--- src/rtl/cs_pkg.sv ---
// Shared definitions for the Mini SRC hardwired control sequencer:
// state encoding, opcode map, ALU codes and MDR source selects.
package cs_pkg;

    typedef enum logic [3:0] {
        RST, T0, T1, T2, T3, T4, T5, T6, T7, HALT
    } state_t;

    localparam logic [4:0] OP_LD   = 5'b00000;
    localparam logic [4:0] OP_LDI  = 5'b00001;
    localparam logic [4:0] OP_ST   = 5'b00010;
    localparam logic [4:0] OP_ADD  = 5'b00011;
    localparam logic [4:0] OP_SUB  = 5'b00100;
    localparam logic [4:0] OP_AND  = 5'b00101;
    localparam logic [4:0] OP_OR   = 5'b00110;
    localparam logic [4:0] OP_ADDI = 5'b01100;
    localparam logic [4:0] OP_ANDI = 5'b01101;
    localparam logic [4:0] OP_ORI  = 5'b01110;
    localparam logic [4:0] OP_BR   = 5'b10010;
    localparam logic [4:0] OP_NOP  = 5'b11010;
    localparam logic [4:0] OP_HALT = 5'b11011;

    localparam logic [3:0] ALU_AND = 4'd0;
    localparam logic [3:0] ALU_OR  = 4'd1;
    localparam logic [3:0] ALU_ADD = 4'd2;
    localparam logic [3:0] ALU_SUB = 4'd3;

    localparam logic [1:0] MDR_BUS = 2'b00;
    localparam logic [1:0] MDR_MEM = 2'b01;

    // ALU operation for the arithmetic/logic opcodes (register and immediate forms).
    function automatic logic [3:0] alu_code(input logic [4:0] op);
        case (op)
            OP_ADD, OP_ADDI: alu_code = ALU_ADD;
            OP_SUB:          alu_code = ALU_SUB;
            OP_OR, OP_ORI:   alu_code = ALU_OR;
            default:         alu_code = ALU_AND;
        endcase
    endfunction

endpackage

--- src/rtl/control_sequencer.sv ---
// Hardwired control unit for the Mini SRC datapath: 3-cycle fetch followed by
// an opcode-dependent execute sequence, with stop/halt and run status.
module control_sequencer
    import cs_pkg::*;
#(
    parameter int OPW             = 5,
    parameter int ALUW            = 4,
    parameter int HALT_ON_ILLEGAL = 0
) (
    input  logic            clk,
    input  logic            reset,
    input  logic            stop,
    input  logic [31:0]     IR,
    input  logic            CON,
    output logic            PCout,
    output logic            Zlowout,
    output logic            MDRout,
    output logic            MARin,
    output logic            Zlowin,
    output logic            PCin,
    output logic            MDRin,
    output logic            IRin,
    output logic            Yin,
    output logic            IncPc,
    output logic            read,
    output logic            write,
    output logic [1:0]      mdr_read,
    output logic [ALUW-1:0] control,
    output logic            Cout,
    output logic            BAout,
    output logic            Rin,
    output logic            Rout,
    output logic            GRA,
    output logic            GRB,
    output logic            GRC,
    output logic            CONin,
    output logic            run,
    output logic            illegal,
    output logic [3:0]      dbg_state
);

    state_t          state, next_state, done_state;
    logic [OPW-1:0]  op_q, op;
    logic            unused_ir;

    // Opcode is taken live in T3 (IR just loaded) and held for the rest of execute.
    assign op         = (state == T3) ? IR[31 -: OPW] : op_q;
    assign done_state = stop ? HALT : T0;
    assign dbg_state  = state;
    assign unused_ir  = ^IR[31-OPW:0];

    always_ff @(posedge clk) begin
        if (reset) begin
            state <= RST;
            op_q  <= '0;
        end else begin
            state <= next_state;
            if (state == T3) op_q <= IR[31 -: OPW];
        end
    end

    always_comb begin
        next_state = state;
        PCout = 1'b0; Zlowout = 1'b0; MDRout = 1'b0; MARin = 1'b0; Zlowin = 1'b0;
        PCin  = 1'b0; MDRin   = 1'b0; IRin   = 1'b0; Yin   = 1'b0; IncPc  = 1'b0;
        read  = 1'b0; write   = 1'b0; mdr_read = MDR_BUS; control = '0;
        Cout  = 1'b0; BAout   = 1'b0; Rin    = 1'b0; Rout  = 1'b0;
        GRA   = 1'b0; GRB     = 1'b0; GRC    = 1'b0; CONin = 1'b0;
        run   = (state != RST) && (state != HALT);
        illegal = 1'b0;

        case (state)
            RST: next_state = T0;
            T0: begin
                PCout = 1'b1; MARin = 1'b1; IncPc = 1'b1; Zlowin = 1'b1;
                next_state = T1;
            end
            T1: begin
                Zlowout = 1'b1; PCin = 1'b1; read = 1'b1; mdr_read = MDR_MEM; MDRin = 1'b1;
                next_state = T2;
            end
            T2: begin
                MDRout = 1'b1; IRin = 1'b1;
                next_state = T3;
            end
            T3: begin
                case (op)
                    OP_LD, OP_LDI, OP_ST: begin
                        GRB = 1'b1; BAout = 1'b1; Yin = 1'b1; next_state = T4;
                    end
                    OP_ADD, OP_SUB, OP_AND, OP_OR, OP_ADDI, OP_ANDI, OP_ORI: begin
                        GRB = 1'b1; Rout = 1'b1; Yin = 1'b1; next_state = T4;
                    end
                    OP_BR: begin
                        GRA = 1'b1; Rout = 1'b1; CONin = 1'b1; next_state = T4;
                    end
                    OP_NOP:  next_state = done_state;
                    OP_HALT: next_state = HALT;
                    default: begin
                        illegal    = 1'b1;
                        next_state = (HALT_ON_ILLEGAL != 0) ? HALT : done_state;
                    end
                endcase
            end
            T4: begin
                next_state = T5;
                case (op)
                    OP_LD, OP_LDI, OP_ST: begin
                        Cout = 1'b1; control = ALUW'(ALU_ADD); Zlowin = 1'b1;
                    end
                    OP_ADD, OP_SUB, OP_AND, OP_OR: begin
                        GRC = 1'b1; Rout = 1'b1; control = ALUW'(alu_code(op)); Zlowin = 1'b1;
                    end
                    OP_ADDI, OP_ANDI, OP_ORI: begin
                        Cout = 1'b1; control = ALUW'(alu_code(op)); Zlowin = 1'b1;
                    end
                    OP_BR: begin
                        PCout = 1'b1; Yin = 1'b1;
                    end
                    default: next_state = T0;
                endcase
            end
            T5: begin
                case (op)
                    OP_LDI, OP_ADD, OP_SUB, OP_AND, OP_OR, OP_ADDI, OP_ANDI, OP_ORI: begin
                        Zlowout = 1'b1; GRA = 1'b1; Rin = 1'b1; next_state = done_state;
                    end
                    OP_LD, OP_ST: begin
                        Zlowout = 1'b1; MARin = 1'b1; next_state = T6;
                    end
                    OP_BR: begin
                        Cout = 1'b1; control = ALUW'(ALU_ADD); Zlowin = 1'b1; next_state = T6;
                    end
                    default: next_state = T0;
                endcase
            end
            T6: begin
                case (op)
                    OP_LD: begin
                        read = 1'b1; mdr_read = MDR_MEM; MDRin = 1'b1; next_state = T7;
                    end
                    OP_ST: begin
                        GRA = 1'b1; Rout = 1'b1; mdr_read = MDR_BUS; MDRin = 1'b1; next_state = T7;
                    end
                    OP_BR: begin
                        Zlowout = 1'b1; PCin = CON; next_state = done_state;
                    end
                    default: next_state = T0;
                endcase
            end
            T7: begin
                if (op == OP_LD) begin
                    MDRout = 1'b1; GRA = 1'b1; Rin = 1'b1;
                end else if (op == OP_ST) begin
                    write = 1'b1;
                end
                next_state = done_state;
            end
            HALT:    next_state = HALT;
            default: next_state = RST;
        endcase
    end

endmodule

--- config.mk ---
export PLATFORM = sky130hd
export DESIGN_NAME = control_sequencer
export DESIGN_NICKNAME = d
export VERILOG_FILES = /design/src/rtl/cs_pkg.sv /design/src/rtl/control_sequencer.sv
export SDC_FILE = /design/constraint.sdc
export NUM_CORES = 1
export LEC_CHECK = 0
export CAP_MARGIN = 5
export CORE_UTILIZATION = 38
export CTS_BUF_LIST = sky130_fd_sc_hd__clkbuf_16
export DETAILED_ROUTE_END_ITERATION = 10
export GPL_TIMING_DRIVEN = 0
export PLACE_DENSITY = 0.92
export SYNTH_ARGS = -nofsm -noshare
export SYNTH_HDL_FRONTEND = slang
export SYNTH_SLANG_ARGS = --single-unit
--- constraint.sdc ---
create_clock -name clk -period 2.8 [get_ports clk]
set_input_delay 0.56 -clock clk [delete_from_list [all_inputs] [get_ports clk]]
set_output_delay 0.56 -clock clk [all_outputs]
set_load 0.01 [all_outputs]
; ---- Word-level counts from Yosys, hierarchy flattened
; Cells that the tools add are included.
; W data, S select, Z words.
[totals]
wordCells = 88
reg_bits = 9
out_inout_bits = 32
[op_classes]
n_eq_ne = 22
n_reduce_logical = 17
n_mux = 47
[op_table]
columns = operator, count
row1 = $pmux W4 S10, 1
row2 = $pmux W4 S2, 3
row3 = $mux W1, 22
row4 = $pmux W1 S2, 10
row5 = $eq A4 B3 Y1 const B, 4
row6 = $reduce_or A8 Y1, 2
row7 = $eq A5 B3 Y1 const B, 3
row8 = $eq A5 B4 Y1 const B, 3
row9 = $eq A5 B5 Y1 const B, 3
row10 = $reduce_or A13 Y1, 1
row11 = $reduce_or A11 Y1, 1
row12 = $eq A5 B2 Y1 const B, 2
row13 = $reduce_or A10 Y1, 1
row14 = $pmux W1 S3, 3
row15 = $eq A4 B2 Y1 const B, 2
row16 = $eq A4 B4 Y1 const B, 2
row17 = $pmux W2 S2, 2
row18 = $reduce_or A7 Y1, 1
row19 = $pmux W2 S3, 1
row20 = $reduce_or A2 Y1, 3
row21 = $reduce_or A3 Y1, 2
row22 = $reduce_or A6 Y1, 1
row23 = $eq A5 B1 Y1 const B, 1
row24 = $logic_not A5 Y1, 1
row25 = other kinds (11), 11

; ---- Longest topological paths before layout
[logic_depth]
ltp_word = 7
depth_mapped = 8
depth_no_buf = 5

; ---- Worst setup path after synthesis
; OpenSTA, ideal clock, no wires.
[synth_path]
path_kind = register to output
from = register state[1] (netlist: dbg_state[1])
to = output port control[1]
path_slack_ps = 202
arrival_ps = 2038
path_stages_with_launch = 8
cell_sequence = dfxtp_1 > buf_6 > or4b_4 > buf_6 > nor4b_4 > a31oi_2 > or2_1 > o21ai_1
[synth_between]
elab_chain_cells = 7
elab_cells_between_ends = 23
classes_between = 13 x eq/ne / 5 x mux / 5 x reduce/logical
[synth_rtl]
columns = item, line
row1 = from (decl), control_sequencer.sv:42  ; state_t state, next_state, done_state;
row2 = from (signal assigned), control_sequencer.sv:57  ; state <= next_state;
row3 = $eq A4 B3 Y1, control_sequencer.sv:47  ; assign op = (state == T3) ? IR[31 -: OPW] : op_q;
row4 = $mux W5, -
row5 = $eq A5 B3 Y1 (tied with other cells), "cs_pkg.sv:33, control_sequencer.sv:107"
row6 = $reduce_or A2 Y1, cs_pkg.sv:33  ; case (op)
row7 = $pmux W2 S3, cs_pkg.sv:33
row8 = $pmux W2 S2, control_sequencer.sv:107  ; case (op)
row9 = $pmux W2 S2 (*), control_sequencer.sv:72  ; case (state)
row10 = to (decl), control_sequencer.sv:28  ; output logic [ALUW-1:0] control,
; Every way passes the cells marked *; elsewhere a longest branch is shown, timed or not.

; ---- Worst setup path after layout
[layout_path]
from = register state[0] (netlist: dbg_state[0])
to = output port control[1]
; Same word-level chain as after synthesis.

==> results.toml <==
[outcome]
violations = "negative setup slack"
status = "finished with violations"

[worst_setup_path]
r2r_cells = 8
cp-start-kind = "register"
crit_path_end_kind = "output pin"
critPathMaxStageDelay_ps = 520
worstPathRequired_ps = 2240
critPathArrivalTime_ps = 2270
slowest_stage = "or4b_4"
cp_max_fo = 8
crit_path_cell_trace = "or4b_4 -> buf_8 -> nor4b_4 -> buf_4 -> a31oi_2 -> or2_1 -> o21ai_1 -> buf_2"
crit_type = "reg2out"

[global_route]
track_usage_pct = 24.4
overflow = 0
grt_pass1_wl_mm = 6.23
grt_pass1_vias = 1323
grt_max_degree = 11
antenna_found_initial = 0

[synth]
async_flop_share_pct = 0
synthCells = 160
synth_top_area_share_pct = 15.9
syn_area_mm2 = 0.00113
synth-seq-cells = 9
synth_cell_types = 45
ys.flop_type = "dfxtp_1"
synth_area_leaders = "dfxtp_1 (16%), a21oi_1 (7.1%), nand3_1 (6.2%)"
yosysTopAreaCell = "dfxtp_1"
ys_warn_count = 0
syn_avg_cell_area_um2 = 7.08
synth_seq_area_share_pct = 15.9
synth_edf_count = 0

[sta]
rsz0062_at_grt = "yes"
worst_slack_ps = -27.8
finalHoldViolCount = 0
min_period_ps = 2830
setup_viol = 2
post-route-period-util_pct = 101
fmax_mhz = 354
slew_violations = 0
fin_tns_setup_ps = -37.9
finClkSkew_ps = 3.66

[place]
place_congestion = 0.923
port_buffers = 36
dpl_cell_area_mm2 = 0.00154
dp_hpwl_mm = 2.58

[cts]
clock_latency_ps = 240
clockBufferDepth = 2
cts_buffers = 3
cts.sinks = 9
cts_tree = "yes"
clock-root-buffer = "clkbuf_16"
clkTransAtPathRegs_ps = 40
h-tree-depth = 1

[routing]
ant_nets = 0
first_iter_violations = 109
drt-total-wl_mm = 3.89
wl_per_cell_um = 16.0
drc = 0
num_vias = 1458
viasPerCell = 6.00
drt_first_pass_iters = 4

[floorplan]
die_area_mm2 = 0.00320
core-area_mm2 = 0.00278
ios = 68
die_height_um = 56.6
num_rows = 19
fp.dieW_um = 56.6
start_util_pct = 40.7

[job]
maxCapViolCount = 0

[cells_and_area]
layout.nets = 249
fillers = 253
final_cell_mix = "buf_4 (21), clkdlybuf4s50_1 (16), nand3_1 (14)"
n_antenna_cell = 0
postLayoutCellArea_mm2 = 0.00180
area_growth_syn_to_layout_pct = 58.8
final_common_cell = "buf_4"
layout-drive-gt1-share_pct = 35.4

[power]
pwr-share-comb_pct = 34.9
pwr-share-clk_pct = 41.7
internal-power_uw = 429
peakVddDrop_uv = 519
leakage_uw = 0.000738
p_seq_share_pct = 23.5
p_switching_uw = 192
power.share.switching_pct = 31.0
p_per_area_mw_per_mm2 = 345

[min_path]
hp-class = "reg2reg"
min_delay_path_depth = 2
==> stage by stage <==
step / hold slack (ps) / power (uW) / worst slack [ps] / instances / utilization (%)
3_3_place_gp: 682 / 338 / -805 / 229 / 55.3
4_1_cts: 634 / 609 / -70.7 / 241 / 63.7
2_1_floorplan: 632 / 257 / 202 / 162 / -
3_5_place_dp: 690 / 340 / -826 / 229 / 55.3
6_report: 602 / 621 / -27.8 / 243 / 64.6
5_1_grt: 651 / 643 / -121 / 243 / 64.6
==> metal layers <==
layer / vias to the layer above / part of all wire, % / wire, um / track usage [%]
met5: - / 0 / 0 / 0
met4: 0 / 1.9 / 73 / 6.27
met3: 11 / 8.7 / 338 / 5.30
met2: 95 / 48 / 1880 / 40.5
met1: 664 / 41 / 1590 / 31.7
li1: 688 / - / - / -
==> what timing repair did <==
item                                   CTS  global route
pin swaps                               12             6
gates resized for setup                 68            28
setup endpoints to repair               19            15
endpoints found under the hold margin    0             0
buffers inserted                        13             3
hold buffers                             0             0
==> synth_stat cells (2+ instances only) <==
cell / number
a21oi_1: 16
a31oi_1: 4
and3_1: 2
buf_4: 5
buf_6: 3
clkbuf_1: 7
dfxtp_1: 9
inv_1: 8
mux2_2: 2
mux2i_1: 5
nand2_1: 12
nand2b_1: 5
nand3_1: 14
nor2_1: 14
nor2b_1: 6
nor3_1: 4
nor3b_1: 3
nor4_1: 2
nor4b_1: 2
nor4b_4: 2
o211ai_1: 2
o21a_1: 3
o21ai_0: 4
o2bb2ai_1: 2
or2_2: 2
or4_1: 2
or4b_2: 2
==> sequential cells by signal, summed over array words and instances (netlist names) <==
signal and flops:
op_q 5, dbg_state 4
==> logic make-up (layout without fill, tap and decap cells) <==
family | Yosys count | after routing | synth area share (%)
buffers and inverters | 24 | 74 | 11.7
AOI/OAI and AO/OA | 43 | 43 | 25.7
other | 1 | 3 | 0.331
DFF | 9 | 9 | 15.9
and+or+nand+nor | 76 | 76 | 39.9
muxes | 7 | 7 | 6.41
==> final cells by class <==
type	count	area [um^2]	area share, %
flip-flops and latches	9	195	10.9
clock buffers	3	75.1	4.18
inverters	8	30.0	1.67
multi-input cells	129	958	53.3
repair buffers	52	417	23.2
well taps	31	38.8	2.16
plain buffers	10	80.1	4.45
clock inverters	1	3.75	0.209
==> final timing paths <==
check / start / end / slack, ps
min reg2reg: op_q[0] / op_q[0] / 600
max reg2reg: dbg_state[0] / dbg_state[2] / 760
max: dbg_state[0] / control[1] / -30
min: op_q[0] / op_q[0] / 600
==> power groups by stage <==
stage / Clock [uW] / Combinational (uW) / Sequential (uW)
3_5_place_dp: 0 / 199 / 140
5_1_grt: 263 / 233 / 146
3_3_place_gp: 0 / 197 / 140
4_1_cts: 256 / 207 / 146
6_report: 259 / 216 / 146
2_1_floorplan: 0 / 115 / 142
==> worst max-delay path: cells and delay by family (launching register included) <==
family | cells | cell delay (ps)
flops | 1 | 360
compound gates | 2 | 170
buf+inv | 3 | 460
simple gates | 3 | 1030
Note: power is estimated with default switching activity, not from simulation.
